[config.mk]
export PLATFORM = sky130hd
export DESIGN_NAME = id_fwd_scoreboard
export DESIGN_NICKNAME = d
export VERILOG_FILES = /design/src/rtl/id_fwd_scoreboard.sv
export SDC_FILE = /design/constraint.sdc
export NUM_CORES = 1
export LEC_CHECK = 0
export ABC_AREA = 1
export BUFFER_PORTS_ARGS = -buffer_cell sky130_fd_sc_hd__buf_4
export CAP_MARGIN = 0
export CORE_AREA = 4 4 140 142
export DETAILED_ROUTE_END_ITERATION = 8
export DIE_AREA = 0 0 144 146
export GPL_ROUTABILITY_DRIVEN = 0
export HOLD_SLACK_MARGIN = 0.03
export PLACE_DENSITY = 0.76
export SYNTH_ARGS = -nofsm -noshare
export SYNTH_HDL_FRONTEND = slang
export SYNTH_SLANG_ARGS = --single-unit
[constraint.sdc]
create_clock -name clk_i -period 3.3 [get_ports clk_i]
set_input_delay 0.165 -clock clk_i [delete_from_list [all_inputs] [get_ports clk_i]]
set_output_delay 0.165 -clock clk_i [all_outputs]
set_load 0.03 [all_outputs]
[src/rtl/id_fwd_scoreboard.sv]
// Decode-stage operand resolver and hazard detector.
// Resolves each read port against the forwarding stages (youngest wins), the same-cycle
// MDU completion and the register file. Tracks in-flight long-latency writers in a
// per-register scoreboard, raises a stall for load-use, RAW-on-MDU and WAW-on-MDU hazards,
// and counts stalled cycles in a saturating counter.
module id_fwd_scoreboard #(
    parameter int unsigned NUM_RD_PORTS   = 2,
    parameter int unsigned NUM_FWD_STAGES = 3,
    parameter int unsigned DATA_W         = 32,
    parameter int unsigned ADDR_W         = 5,
    parameter int unsigned CNT_W          = 32
) (
    input  logic                               clk_i,
    input  logic                               rst_i,
    input  logic [NUM_RD_PORTS-1:0]            rd_en_i,
    input  logic [NUM_RD_PORTS*ADDR_W-1:0]     rd_addr_i,
    input  logic [NUM_RD_PORTS*DATA_W-1:0]     rf_data_i,
    input  logic [NUM_FWD_STAGES-1:0]          fwd_we_i,
    input  logic [NUM_FWD_STAGES-1:0]          fwd_valid_i,
    input  logic [NUM_FWD_STAGES*ADDR_W-1:0]   fwd_waddr_i,
    input  logic [NUM_FWD_STAGES*DATA_W-1:0]   fwd_wdata_i,
    input  logic                               issue_i,
    input  logic [ADDR_W-1:0]                  issue_waddr_i,
    input  logic                               flush_i,
    input  logic                               cmpl_i,
    input  logic [ADDR_W-1:0]                  cmpl_waddr_i,
    input  logic [DATA_W-1:0]                  cmpl_wdata_i,
    output logic [NUM_RD_PORTS*DATA_W-1:0]     rdata_o,
    output logic                               stall_o,
    output logic [(2**ADDR_W)-1:0]             pending_o,
    output logic [CNT_W-1:0]                   stall_cnt_o
);

    localparam int unsigned NumRegs = 2 ** ADDR_W;

    logic [NumRegs-1:0]             pending_q, pending_d;
    logic [CNT_W-1:0]               stall_cnt_q, stall_cnt_d;
    logic [NUM_RD_PORTS*DATA_W-1:0] rdata;
    logic                           raw_stall;
    logic                           waw_stall;
    logic                           issue_ok;

    // Per-port scratch used while walking the ports
    logic [ADDR_W-1:0]              port_addr;
    logic                           fwd_hit;
    logic                           fwd_hit_valid;
    logic                           port_cmpl_hit;

    // Resolve every operand and collect the per-port load-use / RAW-on-MDU hazards
    always_comb begin
        rdata         = '0;
        raw_stall     = 1'b0;
        port_addr     = '0;
        fwd_hit       = 1'b0;
        fwd_hit_valid = 1'b0;
        port_cmpl_hit = 1'b0;
        for (int p = 0; p < NUM_RD_PORTS; p++) begin
            port_addr     = rd_addr_i[p*ADDR_W +: ADDR_W];
            fwd_hit       = 1'b0;
            fwd_hit_valid = 1'b0;
            port_cmpl_hit = cmpl_i && (cmpl_waddr_i == port_addr);

            // Lowest priority first, later assignments override
            rdata[p*DATA_W +: DATA_W] = rf_data_i[p*DATA_W +: DATA_W];
            if (port_cmpl_hit) begin
                rdata[p*DATA_W +: DATA_W] = cmpl_wdata_i;
            end
            // Youngest matching stage wins; older stages are ignored once a hit is found
            for (int s = 0; s < NUM_FWD_STAGES; s++) begin
                if (!fwd_hit && fwd_we_i[s] &&
                    (fwd_waddr_i[s*ADDR_W +: ADDR_W] == port_addr)) begin
                    fwd_hit                   = 1'b1;
                    fwd_hit_valid             = fwd_valid_i[s];
                    rdata[p*DATA_W +: DATA_W] = fwd_wdata_i[s*DATA_W +: DATA_W];
                end
            end
            if (port_addr == '0) begin
                rdata[p*DATA_W +: DATA_W] = '0;
            end

            if (rd_en_i[p] && (port_addr != '0)) begin
                if (fwd_hit && !fwd_hit_valid) begin
                    raw_stall = 1'b1;
                end
                if (pending_q[port_addr] && !port_cmpl_hit) begin
                    raw_stall = 1'b1;
                end
            end
        end
    end

    // WAW on a still-pending MDU destination, unless it retires this very cycle
    always_comb begin
        waw_stall = issue_i && (issue_waddr_i != '0) && pending_q[issue_waddr_i] &&
                    !(cmpl_i && (cmpl_waddr_i == issue_waddr_i));
    end

    // Output gating: reset silences everything, a squashed instruction never stalls
    always_comb begin
        stall_o  = !rst_i && !flush_i && (raw_stall || waw_stall);
        rdata_o  = rst_i ? '0 : rdata;
        issue_ok = issue_i && !stall_o && !flush_i && (issue_waddr_i != '0);
    end

    // Scoreboard next state: clear on completion, set on accepted issue (set wins)
    always_comb begin
        pending_d = pending_q;
        if (cmpl_i) begin
            pending_d[cmpl_waddr_i] = 1'b0;
        end
        if (issue_ok) begin
            pending_d[issue_waddr_i] = 1'b1;
        end
        pending_d[0] = 1'b0;
    end

    // Saturating stall-cycle counter
    always_comb begin
        stall_cnt_d = stall_cnt_q;
        if (stall_o && (stall_cnt_q != {CNT_W{1'b1}})) begin
            stall_cnt_d = stall_cnt_q + CNT_W'(1);
        end
    end

    // State registers with synchronous reset
    always_ff @(posedge clk_i) begin
        if (rst_i) begin
            pending_q   <= '0;
            stall_cnt_q <= '0;
        end else begin
            pending_q   <= pending_d;
            stall_cnt_q <= stall_cnt_d;
        end
    end

    assign pending_o   = pending_q;
    assign stall_cnt_o = stall_cnt_q;

endmodule

==> metrics.cfg <==
[sta]
tightest_slew_ps = 921
finalHoldViolCount = 0
hold_ws_ps = 301
finalCritPeriodShare = 0.876
fin_skew_ps = 3.57
max_freq_mhz = 346
setup_slack_ps = 408
maxSlewHeadroom = 0.385
maxSlewViolCount = 0
fin_crit_ps = 2890
setup_violations = 0
final.setup.tns_ps = 0
rsz0062_at_grt = no

[floorplanning]
die-area_um2 = 21000
initial_core_util = 0.437
fp.dieH_um = 146
placementRows = 50
ios = 369
core-area_um2 = 18500
dieWidth_um = 144

[cts]
numCtsBuffers = 9
h-tree-depth = 3
path_clk_slew_ps = 50
clk_latency_ps = 340
cts_resized = 0
clock_sinks = 63
cts_setup_buffers = 0
cts_buffer_depth = 2
cts_tree = done
hold_buffers = 0
cts_root_buf = clkbuf_16

[logic_synthesis]
synth_flop_cell = dfxtp_1
synthDistinctLibCells = 40
syn-num-nets = 1716
syn_avg_cell_area_um2 = 5.47
async_flop_share = 0
ys_seq_elements = 63
syn_inst = 1475
synth_edf_count = 0
synth_warnings = 0
seq_area_frac_synth = 0.156
netlist_area_um2 = 8070

[place]
hpwl_um = 31200
postPlaceCellArea_um2 = 10800
dp_slack_ps = 336
placement.io_buffers = 367

[setup_path]
crit_path_end = rdata_o[3]
reg2reg_from = pending_o[18]
required_ps = 3130
path_cells = buf_4 -> inv_2 -> nand2_1 -> a21oi_2 -> nand3b_2 -> nand2_1 -> inv_1 -> nand2_1 -> a31oi_1 -> nor3_1 -> buf_4
r2r_setup_slack_ps = 760
slowest_stage = nor3_1
r2r-end = stall_cnt_o[10]
crit_path_end_kind = primary output
critical_path_class = input pin to primary output
r2r_cells = 13
cpPeakStageDelay_ps = 450
path_common_cell = nand2_1
critPathBufInv = 4
cp.arrival_ps = 2730
start_kind = input pin
critPathTopFamily = simple AND/OR/NAND/NOR gates
cp.depth = 11
crit_start = rd_addr_i[1]
path_max_fanout = 23

[routing]
drt_iter0_drc = 1385
wirelength_um = 40600
ant_nets = 0
firstDrtPassIters = 7
route.detailed.drc = 0
wire_per_inst_um = 20.0
avgViaCountPerCell = 5.89
vias = 11932

[global_route]
grt_pass1_wl_um = 60300
antenna_found_initial = 5
first_global_vias = 10944
grt_start_max_net_pins = 63
grt_usage = 0.358
grt-ovfl-total = 0

[pwr]
pwr-share-comb = 0.389
p_leak_nw = 5.45
power-per-cell-area_nw_per_um2 = 254
ir_worst_vdd_mv = 0.282
clkPwrFrac = 0.338
seqPwrFrac = 0.273
intPower_mw = 1.82
sw_frac_of_total = 0.358
power.switching_mw = 1.01

[worst_hold_path]
worstHoldPathType = input pin to register

[cells_and_area]
finish.instance_area_um2 = 11200
areaGrowthSynthToFinish_pct = 38.3
nNetsFinal = 2024
drive_gt1_frac = 0.264

[job]
cap_violations = 0

[run_status]
outcome = finished clean

[how the worst min path moves through the flow]
stage	depth (start not counted)	slack, ps	startpoint	endpoint
6_report	4	300	flush_i	pending_o[4]
5_1_grt	4	350	flush_i	pending_o[3]
4_1_cts	4	280	flush_i	pending_o[24]
3_5_place_dp	2	500	pending_o[2]	pending_o[2]
3_3_place_gp	2	490	pending_o[2]	pending_o[2]
2_1_floorplan	3	390	flush_i	pending_o[2]
[power by group through the flow]
| stage | combinational (mW) | clock [mW] | sequential, mW |
|---|---|---|---|
| detailed placement | 1.08 | 0 | 0.788 |
| floorplan | 0.569 | 0 | 0.793 |
| CTS | 1.08 | 0.952 | 0.772 |
| global placement | 1.07 | 0 | 0.788 |
| global route | 1.18 | 0.977 | 0.772 |
| finish | 1.10 | 0.956 | 0.772 |
[layer usage]
| layer | vias to the layer above | part of all wire | GRT usage |
|---|---|---|---|
| met2 | 880 | 0.44 | 0.544 |
| met4 | 4 | 0.058 | 0.194 |
| met5 | - | 0.00084 | 0 |
| met3 | 169 | 0.13 | 0.0943 |
| met1 | 5355 | 0.37 | 0.460 |
| li1 | 5524 | - | - |
[logic make-up after synthesis]
logic type               count (synthesis)  synth area share
AND/OR/NAND/NOR                        795             0.434
other                                    1          0.000465
XOR/XNOR                                34            0.0369
multiplexers                            28            0.0347
AO/OA/AOI/OAI                          305             0.208
adder cells (fa/ha/maj)                  1           0.00155
buffers and inverters                  248             0.127
flip-flops                              63             0.156
[flip-flops by register name, indices dropped and copies added, names as in the netlist]
signal       cells
stall_cnt_o     32
pending_o       31
[worst min-delay path: cells and delay by family]
| family | cells | cell delay [ps] |
|---|---|---|
| AO/OA/AOI/OAI | 1 | 60 |
| AND/OR/NAND/NOR | 2 | 280 |
| buffers and inverters | 1 | 90 |
[cells in the mapped netlist (4+ instances only)]
master    count  area, um2
clkbuf_1     41        154
o211ai_1     17        128
buf_2        29        145
buf_1         5       18.8
o21ai_0      86        430
xnor2_1       9       78.8
nand3_1     110        551
a21oi_1     129        646
xor2_1       25        219
dfxtp_1      63       1260
nand4_1      38        238
nor4_1        9       56.3
o221ai_1      4       35.0
inv_1       146        548
inv_2        12       45.0
nor3_1       60        300
buf_4        12       90.1
mux2i_1      28        280
nand2_1     371       1390
o22ai_1      19        119
or2_2        41        257
a31oi_1      41        257
nor2_1      153        574
[per-stage QoR]
stage          utilization  instances  power [mW]
2_1_floorplan            -       1475        1.36
3_3_place_gp         0.588       2006        1.86
3_5_place_dp         0.588       2006        1.86
4_1_cts              0.604       2021        2.80
5_1_grt              0.604       2024        2.93
6_report             0.605       2026        2.83
[cell usage in the layout, fill, tap and decap left out, drive strengths merged]
cell / count
nor3: 60
bufinv: 1
o221ai: 4
a21oi: 130
xor2: 25
xnor2: 9
or2: 42
nand2: 373
o211ai: 17
dfxtp: 63
o22ai: 19
nand3b: 1
ha: 1
diode: 5
clkinv: 3
a31o: 1
o31a: 3
a21boi: 1
nand4: 38
buf: 387
inv: 158
clkbuf: 11
mux2i: 28
nor2: 155
o21ai: 89
nor4: 9
conb: 1
nand3: 116
nor3b: 1
a31oi: 41
[cell type report]
| cell class | instances | area, um2 |
|---|---|---|
| well taps | 234 | 293 |
| flip-flops and latches | 63 | 1260 |
| repair buffers | 387 | 2910 |
| inverters | 158 | 593 |
| fillers | 1896 | 7300 |
| diodes | 5 | 12.5 |
| clock buffers | 11 | 253 |
| clock inverters | 4 | 45.0 |
| multi-input cells | 1164 | 5800 |
Power figures use the tool's default switching activity.
